<file path="config.mk">
export PLATFORM = sky130hd
export DESIGN_NAME = hold_piece_ctrl_module
export DESIGN_NICKNAME = d
export VERILOG_FILES = /design/src/rtl/tetris_pkg.sv /design/src/rtl/piece_shape_rom.sv /design/src/rtl/hold_piece_ctrl_module.sv
export SDC_FILE = /design/constraint.sdc
export NUM_CORES = 1
export LEC_CHECK = 0
export ABC_AREA = 1
export CORE_UTILIZATION = 46
export DETAILED_ROUTE_END_ITERATION = 10
export GPL_TIMING_DRIVEN = 0
export PLACE_DENSITY = 0.94
export SKIP_LAST_GASP = 1
export SLEW_MARGIN = 10
export SYNTH_ARGS = -nofsm -noshare
export SYNTH_HDL_FRONTEND = slang
export SYNTH_SLANG_ARGS = --single-unit
</file>
<file path="constraint.sdc">
create_clock -name clk -period 2.49 [get_ports clk]
set_input_delay 0.249 -clock clk [delete_from_list [all_inputs] [get_ports clk]]
set_output_delay 0.249 -clock clk [all_outputs]
set_load 0.05 [all_outputs]
</file>
<file path="src/rtl/tetris_pkg.sv">
// Shared Tetris definitions: piece type codes, rotation-0 shape bitmaps and
// the hold-controller state encoding.
package tetris_pkg;

  // Piece type codes; 7 means "no piece"
  localparam logic [2:0] PIECE_I   = 3'd0;
  localparam logic [2:0] PIECE_O   = 3'd1;
  localparam logic [2:0] PIECE_T   = 3'd2;
  localparam logic [2:0] PIECE_S   = 3'd3;
  localparam logic [2:0] PIECE_Z   = 3'd4;
  localparam logic [2:0] PIECE_J   = 3'd5;
  localparam logic [2:0] PIECE_L   = 3'd6;
  localparam logic [2:0] NONE_TYPE = 3'd7;

  // 4x4 bitmaps at rotation 0, indexed by piece type; bit i = row i/4, col i%4.
  // Packed concatenation lists index 7 (NONE) first, index 0 (I) last.
  localparam logic [7:0][15:0] SHAPE_ROT0 = {
    16'h0000,  // NONE
    16'h0074,  // L
    16'h0071,  // J
    16'h0063,  // Z
    16'h0036,  // S
    16'h0072,  // T
    16'h0066,  // O
    16'h00F0   // I
  };

  typedef enum logic [1:0] {
    ST_IDLE    = 2'd0,
    ST_CAPTURE = 2'd1,
    ST_REQ     = 2'd2
  } hold_state_t;

endpackage

</file>
<file path="src/rtl/piece_shape_rom.sv">
// Combinational piece type -> rotation-0 4x4 bitmap lookup.
// Also used by the next-piece preview renderer.
module piece_shape_rom
  import tetris_pkg::*;
(
  input  logic [2:0]  i_type,
  output logic [15:0] o_square
);

  assign o_square = SHAPE_ROT0[i_type];

endmodule

</file>
<file path="src/rtl/hold_piece_ctrl_module.sv">
// Tetris hold-feature sequencer: captures the falling piece on a hold key
// press, asks the game FSM to swap in the previously held piece (or the next
// queued piece), allows one hold per spawned piece, and publishes the held
// piece bitmap to the VGA hold box on frame boundaries only.
module hold_piece_ctrl_module
  import tetris_pkg::*;
(
  input  logic        clk,
  input  logic        rst_n,
  input  logic        game_clr,
  input  logic        hold_key,
  input  logic        cur_valid,
  input  logic [2:0]  cur_type,
  input  logic        piece_spawn,
  input  logic        frame_start,
  output logic        swap_req,
  output logic        swap_from_q,
  output logic [2:0]  swap_type,
  input  logic        swap_ack,
  output logic        hold_valid,
  output logic        hold_used,
  output logic [15:0] hold_square,
  output logic        busy
);

  hold_state_t r_state;
  hold_state_t w_next_state;
  logic        r_key_s;
  logic        r_key_d;
  logic        w_press;
  logic [2:0]  r_held;
  logic [2:0]  r_old_held;
  logic        r_hold_valid;
  logic        r_hold_used;
  logic [15:0] r_hold_square;
  logic [15:0] w_held_shape;

  // Register the key and keep one delayed copy for rising-edge detection
  // NOTE: both stages reset to 1 so a key already down when reset releases
  // is not mistaken for a fresh press.
  always_ff @(posedge clk or negedge rst_n) begin
    if (!rst_n) begin
      r_key_s <= 1'b1;
      r_key_d <= 1'b1;
    end else begin
      // NOTE: non-blocking assignments let r_key_d see the old r_key_s.
      r_key_s <= hold_key;
      r_key_d <= r_key_s;
    end
  end

  assign w_press = r_key_s & ~r_key_d;

  // FSM state register
  always_ff @(posedge clk or negedge rst_n) begin
    if (!rst_n) r_state <= ST_IDLE;
    else        r_state <= w_next_state;
  end

  // FSM next-state logic; game_clr overrides everything
  always_comb begin
    // NOTE: default assignment first so no path leaves w_next_state unassigned (no latch).
    w_next_state = r_state;
    if (game_clr) begin
      w_next_state = ST_IDLE;
    end else begin
      case (r_state)
        // A spawn in the same cycle re-arms hold before the press is judged
        ST_IDLE:    if (w_press && cur_valid && (!r_hold_used || piece_spawn))
                      w_next_state = ST_CAPTURE;
        ST_CAPTURE: w_next_state = ST_REQ;
        ST_REQ:     if (swap_ack) w_next_state = ST_IDLE;
        default:    w_next_state = ST_IDLE;
      endcase
    end
  end

  // FSM outputs; the swap request is held steady for the whole REQ state
  always_comb begin
    swap_req    = 1'b0;
    swap_from_q = 1'b0;
    swap_type   = 3'd0;
    busy        = (r_state != ST_IDLE);
    if (r_state == ST_REQ) begin
      swap_req    = 1'b1;
      swap_from_q = (r_old_held == NONE_TYPE);
      swap_type   = (r_old_held == NONE_TYPE) ? 3'd0 : r_old_held;
    end
  end

  // Held piece bookkeeping and the one-hold-per-piece flag
  always_ff @(posedge clk or negedge rst_n) begin
    if (!rst_n) begin
      r_held       <= NONE_TYPE;
      r_old_held   <= NONE_TYPE;
      r_hold_valid <= 1'b0;
      r_hold_used  <= 1'b0;
    end else if (game_clr) begin
      r_held       <= NONE_TYPE;
      r_hold_valid <= 1'b0;
      r_hold_used  <= 1'b0;
    end else if (r_state == ST_CAPTURE) begin
      r_old_held   <= r_held;
      r_held       <= cur_type;
      r_hold_valid <= 1'b1;
      r_hold_used  <= 1'b1;
    end else if (piece_spawn && (r_state == ST_IDLE)) begin
      // Spawns during CAPTURE/REQ come from our own swap and must not re-arm
      r_hold_used  <= 1'b0;
    end
  end

  piece_shape_rom u_shape_rom (
    .i_type   (r_held),
    .o_square (w_held_shape)
  );

  // Hold-box bitmap updates only at frame start to avoid mid-frame tearing
  always_ff @(posedge clk or negedge rst_n) begin
    if (!rst_n)           r_hold_square <= 16'h0000;
    else if (frame_start) r_hold_square <= w_held_shape;
  end

  assign hold_valid  = r_hold_valid;
  assign hold_used   = r_hold_used;
  assign hold_square = r_hold_square;

endmodule
</file>
# Yosys cells after proc, flatten, opt, wreduce, memory -nomap -nowiden
# Memory sizes are Yosys's and may differ from the RTL's. A register that Yosys moved wholly into a read port is not among the register bits.
# Index checks and enable logic that the tools add are counted.
[totals] rom_bits=128 word_cells=43 inputBits=11 memories=1 reg_bits=12
[op_classes] bitwise=3 mux=15 n_eq_ne=5 reduce_logical=12
[memory_table] name="(name not given)" depth=8 width=16 read_ports=1 rd_ports_with_merged_regs=1 write_ports=0 line="piece_shape_rom.sv:10" source="assign o_square = SHAPE_ROT0[i_type];"
[ops] cell="$mux W3" count=4
[ops] cell="$mux W1" count=7
[ops] cell="$mux W2" count=3
[ops] cell="$ne A3 B3 Y1 const B" count=2
[ops] cell="$pmux W2 S3" count=1
[ops] cell="$reduce_and A2 Y1" count=2
[ops] cell="$reduce_bool A2 Y1" count=2
[ops] cell="$eq A3 B3 Y1 const B" count=1
[ops] cell="$logic_and A1 B1 Y1" count=3
[ops] cell="$reduce_bool A3 Y1" count=1
[ops] cell="$eq A2 B1 Y1 const B" count=1
[ops] cell="$eq A2 B2 Y1 const B" count=1
[ops] cell="$logic_not A1 Y1" count=2
[ops] cell="$logic_not A2 Y1" count=1
[ops] cell="$not A1 Y1" count=2
[ops] cell="$and A1 B1 Y1" count=1
[ops] cell="$logic_or A1 B1 Y1" count=1

# Longest topological paths before layout
[logic_depth] ltp_word=7 ltp_mapped=6 mapped_depth_nobuf=6

# Cells and area by module
# A second synthesis with hierarchy kept.
[hier_totals] cells_unflattened=129 area_unflattened_um2=1382.6
[modules_own_cells] module="hold_piece_ctrl_module" area_each_um2=1189.9 instances=1 cells_each=99 seq_area_each_um2=710.7
[modules_own_cells] module="piece_shape_rom" area_each_um2=192.7 instances=1 cells_each=30 seq_area_each_um2=0.0

# Least setup slack after synthesis
# OpenSTA, ideal clock, no wires.
[synth_path] path_type="register to output" from="register r_state[0]" to="output port swap_from_q" t_arrival_ns=2.086 slack_ns=0.155 stages_incl_launch_ff=4 path_cell_list="dfrtp_1 nor2_2 inv_1 nor3_1"
[synth_between] elab_chain_len=2
[synth_lines] element="start, declared" line="hold_piece_ctrl_module.sv:26" source="hold_state_t r_state;"
[synth_lines] element="start signal, assigned" line="hold_piece_ctrl_module.sv:57" source="else r_state <= w_next_state;"
[synth_lines] element="$eq A2 B2 Y1" line="hold_piece_ctrl_module.sv:84" source="if (r_state == ST_REQ) begin"
[synth_lines] element="$mux W1" line="hold_piece_ctrl_module.sv:84"
[synth_lines] element="end, declared" line="hold_piece_ctrl_module.sv:17" source="output logic swap_from_q,"
# Every way passes these cells.

# Final worst setup path
# Same ends and word-level chain as after synthesis.

==> metrics.md <==
| Metric | Value |
|---|---|
| CTS Hold Bufs | `0` |
| Clock Latency Late Sink | `300 ps` |
| Post-route insts no fill | `175` |
| DP Worst Slack | `566 ps` |
| CP Max Fanout | `5` |
| Num CTS Buffers | `3` |
| Maximum clock path buffer count | `2` |
| Total routed wirelength | `1.84 mm` |
| Delay-heaviest family, CP | `buffers and inverters` |
| Die H | `47.8 µm` |
| Share of layout cells above drive strength 1 | `17.6%` |
| Tcrit/Tclk final | `89.8%` |
| Drt first pass iters | `4` |
| Setup TNS | `0 ps` |
| Nets@finish | `165` |
| Antenna Cells | `0` |
| Cells after Synth | `111` |
| WP data arrival | `1990 ps` |
| Maxcap violations | `0` |
| Crit Path Class | `reg -> out` |
| Vias in the first global route | `705` |
| FMAX | `447 MHz` |
| Slew HR | `46.0%` |
| Clock Sink Count | `19` |
| WL met3 | `86 µm` |
| Fin. max-slew vios | `0` |
| Worst Setup SP | `r_state[0]` |
| H-tree depth | `1` |
| Largest net degree at the start of global routing | `20` |
| Final Hold Vio Count | `0` |
| Post-route ant nets | `0` |
| Max VDD drop | `0.385 mV` |
| Crit path time final | `2240 ps` |
| First-pass GRT wire length | `2.78 mm` |
| Initial core utilization | `49.1%` |
| Worst slew pin tran | `808 ps` |
| PortBufs | `25` |
| Synthesis-to-finish area growth | `35.3%` |
| Total track usage | `17.7%` |
| Skew final | `9.91 ps` |
| Post-synthesis sequential area ratio | `50.4%` |
| DP Cell Count | `171` |
| Hold Crit Class | `in -> reg` |
| R2R Setup Slk | `1230 ps` |
| Unrepaired setup endpoints after global routing | `no` |
| Final setup margin | `253 ps` |
| FP Rows | `16` |
| #FFs+latches synth | `19` |
| Hold Startpoint | `hold_key` |
| Met2 wire length | `978 µm` |
| Postcts setup bufs | `0` |
| # setup viols final | `0` |
| CP Buf/Inv Count | `2` |
| Synth cell types | `19` |
| Post-route DRC | `0` |
| Die Wd | `47.8 µm` |
| Critical R2R Launch | `r_held[1]` |
| Max incr delay on CP | `840 ps` |
| CTS root buffer | `clkbuf_4` |
| DRT iter0 DRCs | `9` |
| WL/cell | `10.5 µm` |
| Core box area | `1960 µm²` |
| Fin area | `1300 µm²` |
| Congestion Overflow GR | `0` |
| Total power | `804 µW` |
| Initial antenna violation count | `0` |
| CTS tree | `built` |
| Status | `finished, final reports clean` |
| CP Cell Sequence | `nor2_2, inv_1, nor3_1, clkdlybuf4s50_1` |
| Post-CTS resize count | `0` |
| Final Wtd Congestion | `0.752` |
| Power Dens Cells | `617 nW/µm²` |
| IO Pins | `35` |
| DR vias | `805` |
| Crit path capture type | `output port` |
| Clock slew at reported path FFs | `110 ps` |
| Vias per cell | `4.60` |
| Yosys Warn Count | `0` |
| Cell Area, Synth | `963 µm²` |
| DPL Wire Length | `1.40 mm` |
| Startpoint types | `flip-flop` |
| Metal-1 WL | `748 µm` |
| Average size of a mapped cell | `8.68 µm²` |
| Top sig layer | `met4` |
| Slowest CP cell | `clkdlybuf4s50_1` |
| Die area | `2280 µm²` |
| Lkg Pwr | `0.635 nW` |
| Crit path required time | `2240 ps` |
| Area after DPL | `1280 µm²` |
worst register-to-register path, cell delays in order (launching register included):
cell and delay, ps:
dfstp_2 580, inv_1 110, ha_1 200, o21a_1 170, a21oi_1 120
power breakdown:
part	leakage, nW	switching, mW	internal (mW)
combinational	0.402	0.187	0.0917
clock	0.0150	0.0909	0.0624
sequential	0.218	0.0212	0.351
total	0.635	0.299	0.505
synth_stat cells:
cell type	number	area [µm²]
ha_1	5	62.6
inv_2	1	3.75
nand2_1	19	71.3
dfstp_2	8	210
inv_1	13	48.8
buf_2	2	10.0
nand2_4	1	11.3
buf_4	9	67.6
conb_1	1	3.75
nor2_1	13	48.8
nor2_2	1	6.26
dfrtp_1	11	275
a21oi_1	4	20.0
a31oi_1	2	12.5
nor3_1	1	5.00
nand2_2	1	6.26
o21ai_0	8	40.0
nand3_1	9	45.0
o21a_1	2	15.0
metrics by stage:
stage	hold WS, ps	utilization [%]
6_report	341	66.5
5_1_grt	349	66.5
4_1_cts	351	66.5
3_5_place_dp	363	65.1
3_3_place_gp	357	65.1
2_1_floorplan	-46.6	-
cells in the final DEF, fill, tap and decap left out:
master,n
buf_2,2
nand3_1,9
dfrtp_1,11
nor2_1,13
inv_2,1
buf_4,9
clkbuf_1,1
nor2_2,1
nand2_1,19
a31oi_1,2
o21a_1,2
clkbuf_4,3
o21ai_0,8
dfstp_2,8
nand2_4,1
nand2_2,1
nor3_1,1
inv_1,13
clkdlybuf4s50_1,25
a21oi_1,4
conb_1,9
ha_1,5
layer usage:
metal  global-route usage [%]  vias to the layer above
li1                         -                      405
met4                     6.67                        0
met5                        0                        -
met3                     2.26                        4
met1                     19.9                      369
met2                     33.5                       27
worst paths after layout:
kind	end	cells after the start
worst max-delay path	swap_from_q	4
worst min-delay path	r_key_s	1
worst max register to register	hold_square[4]	4
worst min register to register	r_key_d	0
max in group asynchronous	hold_square[5]	1
min in group asynchronous	hold_used	1
flip-flops by register name, summed over array words and instances (netlist names):
signal,cells
hold_valid,1
r_held,3
r_old_held,3
r_key_d,1
hold_square,7
hold_used,1
r_key_s,1
r_state,2
cell type report:
type	instances	area (µm²)
Clock buffer	4	26.3
Multi-Input combinational cell	75	378
Inverter	14	52.6
Sequential cell	19	485
Timing Repair Buffer	25	250
Fill cell	154	658
Tap cell	27	33.8
Buffer	11	77.6
kinds of logic (layout without fill, tap and decap cells):
| group | count (synthesis) | in the layout | share of synthesized area (%) |
|---|---|---|---|
| buffers and inverters | 25 | 54 | 13.5 |
| and+or+nand+nor | 45 | 45 | 20.1 |
| DFF | 19 | 19 | 50.4 |
| AOI/OAI and AO/OA | 16 | 16 | 9.09 |
| other | 1 | 9 | 0.389 |
| adders and majority gates | 5 | 5 | 6.49 |
Note: power is estimated with default switching activity, not from simulation.
